===== config.mk =====
export PLATFORM = sky130hd
export DESIGN_NAME = hex_display_bank_flat
export DESIGN_NICKNAME = d
export VERILOG_FILES = /design/src/rtl/seg7_pkg.sv /design/src/rtl/hex_display_bank_if.sv /design/src/rtl/seg7_decode.sv /design/src/rtl/hex_display_bank.sv /design/src/flat_wrapper.sv
export SDC_FILE = /design/constraint.sdc
export NUM_CORES = 1
export LEC_CHECK = 0
export CAP_MARGIN = 20
export CORE_UTILIZATION = 48
export DETAILED_ROUTE_END_ITERATION = 10
export PLACE_DENSITY_LB_ADDON = 0.3
export SYNTH_ARGS = -nofsm -noshare
export SYNTH_HDL_FRONTEND = slang
export SYNTH_SLANG_ARGS = --single-unit

===== constraint.sdc =====
create_clock -name clk -period 4.2 [get_ports clk]
set_input_delay 1.26 -clock clk [delete_from_list [all_inputs] [get_ports clk]]
set_output_delay 1.26 -clock clk [all_outputs]
set_load 0.005 [all_outputs]

===== src/rtl/seg7_pkg.sv =====
// Shared 7-segment constants and polarity helper for the hex display bank.
package seg7_pkg;

    localparam int unsigned SEG_W = 7;

    // Active-low {g..a} codes, entry n is hex digit n (listed F down to 0).
    localparam logic [15:0][SEG_W-1:0] SEG_CODE = {
        7'h0E, 7'h06, 7'h21, 7'h27, 7'h03, 7'h08, 7'h10, 7'h00,
        7'h78, 7'h02, 7'h12, 7'h19, 7'h30, 7'h24, 7'h79, 7'h40
    };

    // All segments dark, active-low form.
    localparam logic [SEG_W-1:0] SEG_BLANK = 7'h7F;

    // Map an active-low pattern to the board polarity.
    function automatic logic [SEG_W-1:0] seg_polarity(input logic [SEG_W-1:0] code,
                                                     input logic active_low);
        return active_low ? code : ~code;
    endfunction

endpackage


===== src/rtl/hex_display_bank_if.sv =====
// Load/value/control bus into the display bank and its segment outputs.
interface hex_display_bank_if #(
    parameter int unsigned NDIGITS = 6
) ();
    logic                   load;
    logic [4*NDIGITS-1:0]   value;
    logic                   lz_en;
    logic [NDIGITS-1:0]     blink_mask;
    logic [7*NDIGITS-1:0]   seg;
    logic                   blink_phase;

    modport master (
        output load, value, lz_en, blink_mask,
        input  seg, blink_phase
    );

    modport slave (
        input  load, value, lz_en, blink_mask,
        output seg, blink_phase
    );
endinterface


===== src/rtl/seg7_decode.sv =====
// Combinational nibble to 7-segment code lookup.
module seg7_decode
    import seg7_pkg::*;
#(
    parameter bit ACTIVE_LOW = 1'b1
) (
    input  logic [3:0]       nibble,
    output logic [SEG_W-1:0] code_c
);

    // Table lookup with board polarity applied.
    always_comb begin
        code_c = seg_polarity(SEG_CODE[nibble], ACTIVE_LOW);
    end

endmodule


===== src/rtl/hex_display_bank.sv =====
// Registered multi-digit hex display driver with leading-zero suppression and blink.
module hex_display_bank
    import seg7_pkg::*;
#(
    parameter int unsigned NDIGITS    = 6,
    parameter int unsigned BLINK_DIV  = 25_000_000,
    parameter bit          ACTIVE_LOW = 1'b1
) (
    input  logic              clk,
    input  logic              rst_n,
    hex_display_bank_if.slave bus
);

    localparam int unsigned          PW       = $clog2(BLINK_DIV);
    localparam int unsigned          VW       = 4 * NDIGITS;
    localparam int unsigned          SW       = SEG_W * NDIGITS;
    localparam logic [PW-1:0]        PRE_LAST = PW'(BLINK_DIV - 1);
    localparam logic [SEG_W-1:0]     BLANK_P  = seg_polarity(SEG_BLANK, ACTIVE_LOW);

    logic [VW-1:0]      value_q;
    logic [PW-1:0]      pre_q;
    logic               blink_q;
    logic [SW-1:0]      seg_q;
    logic [SW-1:0]      seg_d;
    logic [NDIGITS:0]   zero_run;
    logic [NDIGITS-1:0] lz_blank;
    logic [SEG_W-1:0]   dec_c [NDIGITS];

    // Capture the display value on each load strobe.
    always_ff @(posedge clk or negedge rst_n) begin
        if (!rst_n) begin
            value_q <= '0;
        end else if (bus.load) begin
            value_q <= bus.value;
        end
    end

    // Free-running prescaler; blink phase flips on each wrap.
    always_ff @(posedge clk or negedge rst_n) begin
        if (!rst_n) begin
            pre_q   <= '0;
            blink_q <= 1'b0;
        end else if (pre_q == PRE_LAST) begin
            pre_q   <= '0;
            blink_q <= ~blink_q;
        end else begin
            pre_q   <= pre_q + PW'(1);
        end
    end

    // zero_run[i] is set when every nibble from the MSD down to i is zero.
    assign zero_run[NDIGITS] = 1'b1;

    for (genvar g = 0; g < NDIGITS; g++) begin : g_digit
        seg7_decode #(
            .ACTIVE_LOW (ACTIVE_LOW)
        ) u_dec (
            .nibble (value_q[4*g +: 4]),
            .code_c (dec_c[g])
        );

        assign zero_run[g] = zero_run[g+1] & (value_q[4*g +: 4] == 4'h0);

        if (g == 0) begin : g_lsd
            assign lz_blank[g] = 1'b0;
        end else begin : g_upper
            assign lz_blank[g] = bus.lz_en & zero_run[g];
        end

        // Priority: blink-dark, then leading-zero blank, then decoded digit.
        assign seg_d[SEG_W*g +: SEG_W] =
            (blink_q && bus.blink_mask[g]) ? BLANK_P :
            lz_blank[g]                    ? BLANK_P :
                                             dec_c[g];
    end

    // Segment register refreshed every cycle.
    always_ff @(posedge clk or negedge rst_n) begin
        if (!rst_n) begin
            seg_q <= {NDIGITS{BLANK_P}};
        end else begin
            seg_q <= seg_d;
        end
    end

    assign bus.seg         = seg_q;
    assign bus.blink_phase = blink_q;

endmodule


===== src/flat_wrapper.sv =====
// flat-port wrapper written by rule: the top's interface ports become plain ports
module hex_display_bank_flat import seg7_pkg::*;
#(
    parameter int unsigned NDIGITS    = 6,
    parameter int unsigned BLINK_DIV  = 25_000_000,
    parameter bit          ACTIVE_LOW = 1'b1
)
  (clk, rst_n, bus_load, bus_value, bus_lz_en, bus_blink_mask, bus_seg, bus_blink_phase);
  hex_display_bank_if #(.NDIGITS(NDIGITS)) bus_i ();
  input  logic clk;
  input  logic rst_n;
  input wire logic [$bits(bus_i.load)-1:0] bus_load;
  input wire logic [$bits(bus_i.value)-1:0] bus_value;
  input wire logic [$bits(bus_i.lz_en)-1:0] bus_lz_en;
  input wire logic [$bits(bus_i.blink_mask)-1:0] bus_blink_mask;
  output wire logic [$bits(bus_i.seg)-1:0] bus_seg;
  output wire logic [$bits(bus_i.blink_phase)-1:0] bus_blink_phase;
  assign bus_i.load = bus_load;
  assign bus_i.value = bus_value;
  assign bus_i.lz_en = bus_lz_en;
  assign bus_i.blink_mask = bus_blink_mask;
  assign bus_seg = bus_i.seg;
  assign bus_blink_phase = bus_i.blink_phase;
  hex_display_bank #(.NDIGITS(NDIGITS), .BLINK_DIV(BLINK_DIV), .ACTIVE_LOW(ACTIVE_LOW)) u_core (.clk(clk), .rst_n(rst_n), .bus(bus_i));
endmodule

Yosys cells after proc, flatten, opt, wreduce, memory -nomap -nowiden
Memory sizes are Yosys's and may differ from the RTL's.
Cells that the tools add are included.
- flip-flop bits (word level): 92
- ROM bits: 672
- input port bits: 34
- output and inout bits: 43
- logic and storage cells: 57
- memories: 6
- $add $sub $neg: 1
- order comparisons: 6
- equal/unequal tests: 1
- multiplexer cells: 18
- bitwise operators: 10
- reductions and logical operators: 11
- memory list (memory ; words ; bits a word ; read ports ; clocked after Yosys merged registers in ; write ports ; line ; RTL):
    (no name shown) ; 16 ; 7 ; 1 ; 0 ; 0 ; seg7_decode.sv:13 ; code_c = seg_polarity(SEG_CODE[nibble], ACTIVE_LOW);
    (no name shown) ; 16 ; 7 ; 1 ; 0 ; 0 ; seg7_decode.sv:13 ;
    (no name shown) ; 16 ; 7 ; 1 ; 0 ; 0 ; seg7_decode.sv:13 ;
    (no name shown) ; 16 ; 7 ; 1 ; 0 ; 0 ; seg7_decode.sv:13 ;
    (no name shown) ; 16 ; 7 ; 1 ; 0 ; 0 ; seg7_decode.sv:13 ;
    (no name shown) ; 16 ; 7 ; 1 ; 0 ; 0 ; seg7_decode.sv:13 ;
- operators by type and width (kind ; count):
    7-bit 2-to-1 mux ; 17
    4-bit by 5-bit less-than comparator with 1-bit output, second input constant ; 6
    25-bit by 1-bit adder with 25-bit output, second input constant ; 1
    25-bit equality test, second input constant ; 1
    25-bit 2-to-1 mux ; 1
    4-bit logical NOT ; 5
    1-bit AND ; 9
    1-bit logical AND ; 6
    1-bit inverter ; 1

Longest topological paths before layout
- depth after elaboration: 8
- mapped depth: 7
- gate-level depth less buffers: 6

By module
From an unflattened synthesis, not the netlist that was laid out.
- cell total of the unflattened synthesis: 447
- area, all modules: 5013.6 µm²
- modules (own cells, without submodules) (module ; times used ; cells an instance ; area each (µm²)):
    hex_display_bank ; 1 ; 273 ; 3617.2
    seg7_decode ; 6 ; 29 ; 232.7

Worst setup path before layout
OpenSTA, ideal clock, no wires.
- path type: input to register
- start point: input port bus_load
- end point: register u_core.value_q[15]
- setup time: 0.125 ns
- arrival: 2.236 ns
- data required time: 4.075 ns
- slack: 1.839 ns
- cell stages on the path: 3
- buffers on the path: 2
- cells stage by stage: clkbuf_1 > clkbuf_1 > mux2_2
- RTL lines (element ; line ; RTL):
    from (decl) ; flat_wrapper.sv:12 ; input wire logic [$bits(bus_i.load)-1:0] bus_load;
    to (signal assigned) ; hex_display_bank.sv:34 ; value_q <= bus.value;
    to (decl) ; hex_display_bank.sv:20 ; logic [VW-1:0] value_q;
No word-level cell between the ends.

Worst setup path in the final report
- start point: register u_core.blink_q (netlist: u_core.bus.blink_phase)
- end point: output port bus_blink_phase
- RTL lines (element ; line ; RTL):
    from (decl) ; hex_display_bank.sv:22 ; logic blink_q;
    from (signal assigned) ; hex_display_bank.sv:45 ; blink_q <= ~blink_q;
    to (decl) ; flat_wrapper.sv:17 ; output wire logic [$bits(bus_i.blink_phase)-1:0] bus_blink_phase;
No word-level cell between the ends.

==> impl_metrics.py <==
metrics = {
    "run_status": {
        "status": "finished clean",
    },
    "sta": {
        "setup_violations": 0,
        "skew_ns": 0.0124,
        "hold_ws_ns": 0.494,
        "period_share": 0.660,
        "slew_violations": 0,
        "hold_violations": 0,
        "relSlewSlack": 0.540,
        "tns_ns": 0,
        "period_needed_ns": 2.77,
        "max_freq_mhz": 361,
        "tightest_slew_ns": 0.689,
        "grt_setup_unrepaired": "no",
        "worst_slack_ns": 1.43,
    },
    "critical_path": {
        "cp-start-kind": "flop",
        "worstPathArrival_ns": 1.51,
        "critPathMaxFanout": 8,
        "r2r-end": "u_core.pre_q[24]",
        "rrSetupSlack_ns": 1.99,
        "crit_path_top_delay_cell": "dfrtp_1",
        "critPathKind": "flop to primary output",
        "crit_family": "flip-flops",
        "rr_worst_depth": 4,
        "worst-path-buf-inv": 1,
        "regToRegStartpoint": "u_core.pre_q[5]",
        "cp_data_required_time_ns": 2.94,
        "crit_chain": "clkdlybuf4s50_1",
        "slowest_delay_ns": 0.58,
        "critPathCaptureType": "primary output",
    },
    "global_route": {
        "grt_pass1_vias": 3398,
        "grt_max_degree": 45,
        "grt_overflow": 0,
        "grt_pass1_wl_mm": 16.3,
        "antenna_found_initial": 0,
        "track_usage": 0.205,
    },
    "finish": {
        "final_cells": 670,
        "regArea_um2": 2350,
        "syn2layout_area_growth_pct": 22.0,
        "drive_gt1_frac": 0.151,
        "diodes": 0,
        "multi_input_comb_area_um2": 2260,
        "nNetsFinal": 603,
        "fillerInstances": 843,
    },
    "logic_synthesis": {
        "synth.area.top_cells": "dfrtp_1 26%, dfstp_2 23%, ha_1 9.7%, nand2_1 4.9%, o211ai_1 4.4%",
        "ys_ff_latch": 92,
        "yosysMostFrequentCell": "nand2_1",
        "synth_edf_count": 0,
        "yosys-top-cells-count": "62 x nand2_1, 50 x dfrtp_1, 42 x dfstp_2",
        "synth_ff_type": "dfrtp_1",
        "synth_top_cell_area_share": 0.262,
        "yosysTopAreaCell": "dfrtp_1",
        "syn_nets": 534,
        "synth_cell_types": 47,
        "async_reset_ff_frac": 1.00,
        "synth_area_um2": 4780,
        "syn_avg_cell_area_um2": 10.3,
        "synthCells": 463,
        "synth-seq-area-share": 0.493,
        "ys_warn_count": 0,
    },
    "route": {
        "drc_errors": 0,
        "post_drt_wl_per_cell_um": 14.5,
        "vias": 3554,
        "drtIter0Drc": 146,
        "vias_per_cell": 5.30,
        "wirelength_mm": 9.71,
        "drt-pass1-iter-count": 4,
        "ant_nets": 0,
    },
    "clock_tree": {
        "htreeDepth": 3,
        "cts_buffers": 9,
        "hold_buffers": 0,
        "cts_root_buf": "clkbuf_8",
        "cts.path.max_buffers": 2,
        "cts_tree": "yes",
        "post_cts_resized": 0,
        "clock_sinks": 92,
        "cts_setup_buffers": 0,
        "path_clk_slew_ns": 0.08,
        "clk_latency_ns": 0.36,
    },
    "job": {
        "maxCapViolations": 0,
    },
    "placed_design": {
        "port_buffers": 76,
        "place_congestion": 0.845,
        "post-place-ws_ns": 1.27,
        "place_inst": 654,
        "place_hpwl_mm": 6.88,
    },
    "worst_hold_path": {
        "hp-start": "u_core.pre_q[0]",
        "hold_end": "u_core.pre_q[0]",
        "hold_path.class": "flop to flop",
        "hold_depth": 1,
    },
    "floorplan": {
        "die_x_um": 102,
        "core_um2": 9730,
        "die_h_um": 102,
        "dieArea_um2": 10400,
        "io_pins": 77,
        "rows": 36,
        "start_util": 0.491,
    },
    "power_and_ir_drop": {
        "p_total_mw": 2.06,
        "vdd_drop_max_uv": 162,
        "power.density_nw_per_um2": 353,
        "power.leakage_nw": 2.43,
    },
}
## per-layer routing
metal  wire length (um)  global-route usage  up-vias
li1                   -                   -     1768
met1               4500               0.265     1714
met2               4770               0.339       66
met3                372              0.0476        6
met4                 66              0.0702        0
met5                  0                   0        -
## cells by family after synthesis
logic type	count (synthesis)	synth area share
flops	92	0.493
mux	19	0.0461
buf+inv	41	0.0327
simple gates	153	0.162
compound gates	103	0.136
xor+xnor	18	0.0330
fa+ha+maj	37	0.0969
## registers in the layout, indices dropped and copies added, names as in the netlist
name / count
u_core.bus.seg: 42
u_core.pre_q: 25
u_core.value_q: 24
u_core.bus.blink_phase: 1
## cell usage in the layout, fill, tap and decap left out, types with 10 or more instances in the layout
master / Yosys / layout
dfrtp_1: 50 / 50
nor2_1: 22 / 22
o21ai_0: 38 / 38
nand2_1: 62 / 62
a21oi_1: 15 / 15
ha_1: 37 / 37
inv_1: 20 / 20
dfstp_2: 42 / 42
nor2b_1: 10 / 10
mux2_2: 14 / 14
xnor2_1: 10 / 10
o211ai_1: 28 / 28
clkdlybuf4s50_1: 0 / 75
## area by class of cell
class                   count  area share
clock buffers              11      0.0262
clock inverters             5     0.00580
inverters                  20      0.0129
multi-input cells         330       0.389
flip-flops and latches     92       0.404
well taps                 133      0.0286
repair buffers             79       0.134
## how the worst max path moves through the flow
stage | cells after the start | slack (ns) | start | to
floorplan | 3 | 1.84 | bus_load | u_core.value_q[15]
global placement | 5 | 1.30 | bus_lz_en | u_core.bus.seg[7]
detailed placement | 5 | 1.27 | bus_lz_en | u_core.bus.seg[9]
CTS | 1 | 1.38 | u_core.bus.blink_phase | bus_blink_phase
global route | 1 | 1.35 | u_core.bus.blink_phase | bus_blink_phase
finish | 1 | 1.43 | u_core.bus.blink_phase | bus_blink_phase
## through the flow
| stage | instance area [um^2] | utilization |
|---|---|---|
| finish | 5830 | 0.599 |
| global route | 5830 | 0.599 |
| CTS | 5830 | 0.599 |
| detailed placement | 5640 | 0.580 |
| global placement | 5640 | 0.580 |
| floorplan | 4780 | - |
## power breakdown
group / internal, mW / leakage (nW) / switching, mW
logic: 0.235 / 1.27 / 0.160
registers: 1.02 / 1.07 / 0.0809
clock network: 0.252 / 0.0909 / 0.314
No activity file was read; power rests on OpenSTA's default activity.
